--- config.mk ---
export PLATFORM = sky130hd
export DESIGN_NAME = corr_sweep_ctrl
export DESIGN_NICKNAME = d
export VERILOG_FILES = /design/src/rtl/corr_pkg.sv /design/src/rtl/corr_int_counter.sv /design/src/rtl/corr_sweep_ctrl.sv
export SDC_FILE = /design/constraint.sdc
export NUM_CORES = 1
export LEC_CHECK = 0
export CAP_MARGIN = 30
export CORE_MARGIN = 2
export CORE_UTILIZATION = 58
export CTS_BUF_LIST = sky130_fd_sc_hd__clkbuf_16
export CTS_CLUSTER_SIZE = 16
export DETAILED_ROUTE_END_ITERATION = 12
export DONT_BUFFER_PORTS = 1
export GPL_TIMING_DRIVEN = 0
export PLACE_DENSITY = 0.74
export SLEW_MARGIN = 0
export SYNTH_ARGS = -nofsm -noshare
export SYNTH_HDL_FRONTEND = slang
export SYNTH_SLANG_ARGS = --single-unit
--- constraint.sdc ---
create_clock -name clk -period 3.84 [get_ports clk]
set_clock_uncertainty 0.1 [all_clocks]
set_input_delay 1.152 -clock clk [delete_from_list [all_inputs] [get_ports clk]]
set_output_delay 1.152 -clock clk [all_outputs]
set_load 0.01 [all_outputs]
--- src/rtl/corr_pkg.sv ---
// Shared constants and types for the correlator sweep controller.
// Optional feature macro: CORR_DROP_CNT_EN (per-integration drop counter).
package corr_pkg;

    // Number of lags; equals the depth of the shift RAM.
    localparam int LAGS   = 64;
    // Lag index width, clog2(LAGS).
    localparam int LAG_W  = 6;
    // Cycles from the sr_sin pulse to the first valid shifted word (>= 2).
    localparam int SR_LAT = 2;
    // Width of the integration-length counter.
    localparam int INT_W  = 16;
    // Width of the latency down-counter.
    localparam int LAT_W  = 2;
    // Width of the saturating drop counter.
    localparam int DROP_W = 16;

    typedef enum logic [1:0] {
        IDLE    = 2'd0,
        LATENCY = 2'd1,
        SWEEP   = 2'd2
    } corr_state_t;

    // An integration length of 0 behaves as 1.
    function automatic logic [INT_W-1:0] eff_len(input logic [INT_W-1:0] len);
        logic [INT_W-1:0] one;
        one = INT_W'(1);
        return (len == '0) ? one : len;
    endfunction

endpackage

--- src/rtl/corr_int_counter.sv ---
// Integration bookkeeping for the correlator sweep controller: counts
// accepted samples, latches the integration length at the first sample,
// flags the first sweep of an integration and pulses dump when the
// integration completes. Integrations touched by enable=0 are discarded.
// Optional feature macro: CORR_DROP_CNT_EN (per-integration drop counter).
module corr_int_counter
    import corr_pkg::*;
(
    input  logic              clk,
    input  logic              rst_n,
    input  logic              enable,
    input  logic [INT_W-1:0]  int_len,
    input  logic              accept,
    input  logic              busy,
    input  logic              sweep_last,
    output logic              first,
`ifdef CORR_DROP_CNT_EN
    input  logic              drop,
    output logic [DROP_W-1:0] drop_cnt,
`endif
    output logic              dump
);

    logic [INT_W-1:0] count;
    logic [INT_W-1:0] len_q;
    logic             first_q;
    logic             abort_q;
    logic             dump_q;
    logic             discard;
    logic             dump_now;

    // A sweep that saw enable low at any point throws away the integration.
    assign discard  = abort_q | ~enable;
    // The final sweep of a complete integration ends this cycle.
    assign dump_now = sweep_last & ~discard & (count == len_q);

    assign first = first_q;
    assign dump  = dump_q;

    // Sample count, length latch, first-sweep flag, abort tracking and dump pulse.
    always_ff @(posedge clk or negedge rst_n) begin
        if (!rst_n) begin
            count   <= '0;
            len_q   <= '0;
            first_q <= 1'b0;
            abort_q <= 1'b0;
            dump_q  <= 1'b0;
        end else begin
            dump_q <= 1'b0;
            if (accept) begin
                // count==0 means this sample opens a new integration
                if (count == '0) begin
                    len_q   <= eff_len(int_len);
                    first_q <= 1'b1;
                end else begin
                    first_q <= 1'b0;
                end
                count <= count + INT_W'(1);
            end else if (sweep_last) begin
                abort_q <= 1'b0;
                if (discard) begin
                    count <= '0;
                end else if (dump_now) begin
                    count  <= '0;
                    dump_q <= 1'b1;
                end
            end else if (!busy && !enable) begin
                // disabled between sweeps: any partial integration is dropped
                count <= '0;
            end
            if (busy && !enable && !sweep_last) begin
                abort_q <= 1'b1;
            end
        end
    end

`ifdef CORR_DROP_CNT_EN
    logic [DROP_W-1:0] drop_ctr;
    logic [DROP_W-1:0] drop_sum;

    // Saturating increment of the running drop count.
    always_comb begin
        drop_sum = drop_ctr;
        if (drop && (drop_ctr != {DROP_W{1'b1}})) begin
            drop_sum = drop_ctr + DROP_W'(1);
        end
    end

    // Running drop count per integration; published and cleared at dump.
    always_ff @(posedge clk or negedge rst_n) begin
        if (!rst_n) begin
            drop_ctr <= '0;
            drop_cnt <= '0;
        end else if (dump_now) begin
            drop_cnt <= drop_sum;
            drop_ctr <= '0;
        end else if ((sweep_last && discard) || (!busy && !enable)) begin
            drop_ctr <= '0;
        end else begin
            drop_ctr <= drop_sum;
        end
    end
`endif

endmodule

--- src/rtl/corr_sweep_ctrl.sv ---
// Sequencer for the RAM-based shift register of the correlator datapath.
// Accepts an ADC sample, pulses the shift RAM sync input, waits out the RAM
// latency and then sweeps lag_idx from LAGS-1 down to 0 with acc_en high,
// while corr_int_counter tracks integrations and raises dump.
// Optional feature macro: CORR_DROP_CNT_EN (adds the drop_cnt output).
//
// Handshake: a sample is accepted in any cycle where s_valid and s_ready
// are both high (sr_sin is exactly that product). The ADC is free-running
// and never holds a sample, so s_valid with s_ready low is a lost sample.
module corr_sweep_ctrl
    import corr_pkg::*;
(
    input  logic              clk,
    input  logic              rst_n,
    input  logic              enable,
    input  logic [INT_W-1:0]  int_len,
    input  logic              s_valid,
    output logic              s_ready,
    output logic              sr_sin,
    output logic [LAG_W-1:0]  lag_idx,
    output logic              acc_en,
    output logic              acc_first,
    output logic              dump,
    output logic              busy,
    output logic              overrun,
`ifdef CORR_DROP_CNT_EN
    output logic [DROP_W-1:0] drop_cnt,
`endif
    output corr_state_t       dbg_state
);

    corr_state_t      state;
    corr_state_t      state_nxt;
    logic [LAG_W-1:0] lag_cnt;
    logic [LAG_W-1:0] lag_nxt;
    logic [LAT_W-1:0] lat_cnt;
    logic [LAT_W-1:0] lat_nxt;
    logic             accept;
    logic             drop;
    logic             sweep_last;
    logic             enable_q;
    logic             first;

    // rst_n gates s_ready so every output is low while reset is held.
    assign s_ready   = rst_n & enable & (state == IDLE);
    assign sr_sin    = s_valid & s_ready;
    assign accept    = sr_sin;
    assign drop      = s_valid & ~s_ready;

    assign acc_en    = (state == SWEEP);
    assign lag_idx   = acc_en ? lag_cnt : '0;
    assign acc_first = acc_en & first;
    assign busy      = (state != IDLE);
    assign dbg_state = state;

    // State register with the lag and latency counters.
    always_ff @(posedge clk or negedge rst_n) begin
        if (!rst_n) begin
            state   <= IDLE;
            lag_cnt <= '0;
            lat_cnt <= '0;
        end else begin
            state   <= state_nxt;
            lag_cnt <= lag_nxt;
            lat_cnt <= lat_nxt;
        end
    end

    // Next state: IDLE -> LATENCY (SR_LAT-1 cycles) -> SWEEP (LAGS cycles) -> IDLE.
    always_comb begin
        state_nxt  = state;
        lag_nxt    = lag_cnt;
        lat_nxt    = lat_cnt;
        sweep_last = 1'b0;
        case (state)
            IDLE: begin
                if (accept) begin
                    state_nxt = LATENCY;
                    lat_nxt   = LAT_W'(SR_LAT - 2);
                    lag_nxt   = LAG_W'(LAGS - 1);
                end
            end
            LATENCY: begin
                if (lat_cnt == '0) begin
                    state_nxt = SWEEP;
                end else begin
                    lat_nxt = lat_cnt - LAT_W'(1);
                end
            end
            SWEEP: begin
                // the sweep cannot be aborted; it always runs to lag 0
                if (lag_cnt == '0) begin
                    sweep_last = 1'b1;
                    state_nxt  = IDLE;
                end else begin
                    lag_nxt = lag_cnt - LAG_W'(1);
                end
            end
            default: begin
                state_nxt = IDLE;
            end
        endcase
    end

    // Sticky drop flag; a rising edge of enable clears it unless a drop lands then.
    always_ff @(posedge clk or negedge rst_n) begin
        if (!rst_n) begin
            enable_q <= 1'b0;
            overrun  <= 1'b0;
        end else begin
            enable_q <= enable;
            if (drop) begin
                overrun <= 1'b1;
            end else if (enable && !enable_q) begin
                overrun <= 1'b0;
            end
        end
    end

    corr_int_counter u_int_counter (
        .clk        (clk),
        .rst_n      (rst_n),
        .enable     (enable),
        .int_len    (int_len),
        .accept     (accept),
        .busy       (busy),
        .sweep_last (sweep_last),
        .first      (first),
`ifdef CORR_DROP_CNT_EN
        .drop       (drop),
        .drop_cnt   (drop_cnt),
`endif
        .dump       (dump)
    );

endmodule

==> results.py <==
metrics = {
    "run_status": {
        "status": "finished clean",
    },
    "setup_path": {
        "max_stage_delay_ns": 0.49,
        "cp.required_ns": 2.59,
        "end_kind": "primary output",
        "path_max_fanout": 49,
        "r2r_slack_ns": 1.47,
        "cp_cell_sequence": "and3_1 -> nand2_2 -> clkinv_1 -> clkbuf_1",
        "rr_worst_depth": 7,
        "start_kind": "input port",
        "critPathKind": "in2out",
        "r2r-end": "u_int_counter.len_q[13]",
        "worstReg2RegStart": "dbg_state[1]",
        "arrival_ns": 2.29,
        "slowest_stage": "clkbuf_1",
    },
    "pwr": {
        "leakage_nw": 1.30,
        "comb_power_share": 0.277,
        "p_seq_frac": 0.472,
        "powerDensity_nw_per_um2": 583,
        "power_frac_clock": 0.251,
        "power.internal_mw": 1.09,
        "p_switching_mw": 0.518,
        "netSwitchingFraction": 0.322,
        "ir_drop_mv": 0.341,
    },
    "worst_hold_path": {
        "worstHoldPathCells": 2,
        "min_path_type": "reg2reg",
        "hold_start": "lat_cnt[1]",
        "holdPathEnd": "lat_cnt[1]",
    },
    "global_route": {
        "grt_first_pass_wirelength_um": 8340,
        "grt_pass1_vias": 1772,
        "antenna_found_initial": 0,
        "grt_usage": 0.219,
        "overflow": 0,
        "grt_max_degree": 50,
    },
    "synthesis": {
        "postSynth.asyncResetShare": 1.00,
        "ys_seq_elements": 47,
        "yosys.area_share.simple": 0.177,
        "yosysSeqAreaShare": 0.460,
        "synth_compound_area_frac": 0.0881,
        "syn_inst": 234,
        "synth_top_family_by_area": "simple AND/OR/NAND/NOR gates",
        "synth_mux_area_frac": 0.0808,
        "ys.flop_type": "dfrtp_1",
        "yosys-top-cells-area": "dfrtp_1 (46%), xor2_1 (8.9%), mux2_4 (4.1%), a22o_1 (4.1%), mux2_2 (4.0%)",
        "syn-num-nets": 259,
        "synth_cell_types": 41,
        "synthAdderAreaFrac": 0.0245,
        "synth_top_area_frac": 0.460,
        "ys_warn_count": 0,
        "synth_area_leader_cell": "dfrtp_1",
        "netlist_area_um2": 2560,
        "synth_xor_area_frac": 0.113,
        "avgSynthCellArea_um2": 10.9,
        "synth_edf_count": 0,
    },
    "cts": {
        "cts_buffers": 5,
        "ctsResizeCount": 0,
        "ctsHoldBuffers": 0,
        "tritoncts": "built",
        "cts-root-buf": "clkbuf_16",
        "clk_pin_slew_ns": 0.06,
        "cts_buffer_depth": 2,
        "htree_levels": 2,
        "clock_latency_ns": 0.28,
        "cts_sinks": 47,
        "cts_setup_buffers": 0,
    },
    "timing": {
        "tns_ns": 0,
        "fin_crit_sh": 0.922,
        "setup_viol": 0,
        "worst_slew_pin_slew_ns": 0.580,
        "hold_violations": 0,
        "finalCriticalPeriod_ns": 3.54,
        "slew_violations": 0,
        "rsz0062_at_grt": "no",
        "fmax_mhz": 282,
        "slew_headroom": 0.613,
    },
    "final_layout": {
        "seqCellArea_um2": 1180,
        "diodes": 0,
        "multi_input_area_um2": 1230,
        "area_delta_synth_final_pct": 7.93,
        "layout-drive-gt1-share": 0.157,
        "fill_cells": 347,
        "fin_nets": 266,
        "fin_cells": 294,
    },
    "place": {
        "numPortBuffers": 0,
        "dp_hpwl_um": 3460,
        "gp_congestion": 0.798,
        "dp_cells": 286,
    },
    "drt": {
        "drtIter0Drc": 81,
        "post-route-drc-count": 0,
        "detail-route-antenna-nets": 0,
        "wl_per_cell_um": 16.6,
        "vias": 1729,
        "viasPerCell": 5.88,
        "wl_um": 4890,
        "dr.pass1.iters": 4,
    },
    "die": {
        "core_um2": 4290,
        "initial_core_util": 0.595,
        "num_io_pins": 35,
        "rows": 24,
        "die_x_um": 70.4,
        "die_h_um": 70.4,
        "die_area_um2": 4950,
    },
    "run": {
        "maxCapViolCount": 0,
    },
}
[power groups by stage]
| stage | clock network, mW | logic, mW | registers (mW) |
|---|---|---|---|
| after floorplan | 0 | 0.378 | 0.730 |
| after global placement | 0 | 0.429 | 0.761 |
| after detailed placement | 0 | 0.444 | 0.769 |
| after CTS | 0.412 | 0.451 | 0.760 |
| after global routing | 0.437 | 0.498 | 0.779 |
| final | 0.404 | 0.445 | 0.759 |
[synth_stat cells (2+ instances only)]
library cell  count
mux2_4            7
a22o_1           12
nand2b_1          2
mux2_2            9
inv_1            11
nor2_1           15
and2_1            7
and3_1            4
clkbuf_2          2
nor3_1            3
ha_1              5
a21oi_1           3
buf_6             3
nand4_1           6
buf_4             4
xnor2_1           7
o21ai_0           7
nor4_1           12
xor2_1           26
nand2_1          11
nand3_1           6
clkbuf_1          2
nor2b_1           2
dfrtp_1          47
o2bb2ai_1         3
or3_1             3
[kinds of logic after synthesis]
group                    count (synthesis)
AO/OA/AOI/OAI                           30
XOR/XNOR                                33
adder cells (fa/ha/maj)                  5
buffers and inverters                   25
flip-flops                              47
multiplexers                            16
AND/OR/NAND/NOR                         78
[cells in the final DEF (no fill, tap or decap), types with 7 or more instances in the layout]
master,netlist,layout
inv_1,11,13
mux2_4,7,7
nand2_1,11,11
nor2_1,15,15
xnor2_1,7,7
nor4_1,12,12
and2_1,7,7
xor2_1,26,26
mux2_2,9,9
o21ai_0,7,7
a22o_1,12,12
dfrtp_1,47,47
[worst max-delay path: cells and delay by family]
family | cells | cell delay [ns]
AND/OR/NAND/NOR | 2 | 0.41
buffers and inverters | 2 | 0.72
[worst max path at each step]
stage,startpoint,end,slack (ns)
floorplan,enable,sr_sin,0.59
global placement,enable,sr_sin,0.31
detailed placement,enable,sr_sin,0.30
CTS,enable,sr_sin,0.29
global route,rst_n,sr_sin,0.21
finish,rst_n,sr_sin,0.30
[layout make-up]
cell class                 instances  share of cell area
multi-input combinational        162               0.448
inverter                          12              0.0163
clock buffer                       5              0.0454
tap                               52              0.0236
sequential                        47               0.426
buffer                            13              0.0363
clock inverter                     3             0.00454
[through the flow]
stage | hold slack (ns) | setup WS, ns | total power [mW] | area, um^2 | util
finish | 0.391 | 0.300 | 1.61 | 2760 | 0.642
floorplan | 0.338 | 0.593 | 1.11 | 2560 | -
detailed placement | 0.379 | 0.299 | 1.21 | 2620 | 0.610
global placement | 0.363 | 0.313 | 1.19 | 2620 | 0.610
CTS | 0.394 | 0.291 | 1.62 | 2760 | 0.642
global route | 0.416 | 0.206 | 1.71 | 2760 | 0.642
[flip-flops by register name, indices dropped and copies added, names as in the netlist]
name	count
u_int_counter.abort_q	1
u_int_counter.dump	1
lag_cnt	6
enable_q	1
lat_cnt	2
overrun	1
dbg_state	2
u_int_counter.first	1
u_int_counter.len_q	16
u_int_counter.count	16
[layer usage]
metal / vias to the layer above / track usage / wire length [um]
met4: 0 / 0.0748 / 40
met3: 4 / 0.0476 / 169
met2: 32 / 0.344 / 2400
met1: 860 / 0.301 / 2280
met5: - / 0 / 0
li1: 833 / - / -
No activity file was read; power rests on OpenSTA's default activity.
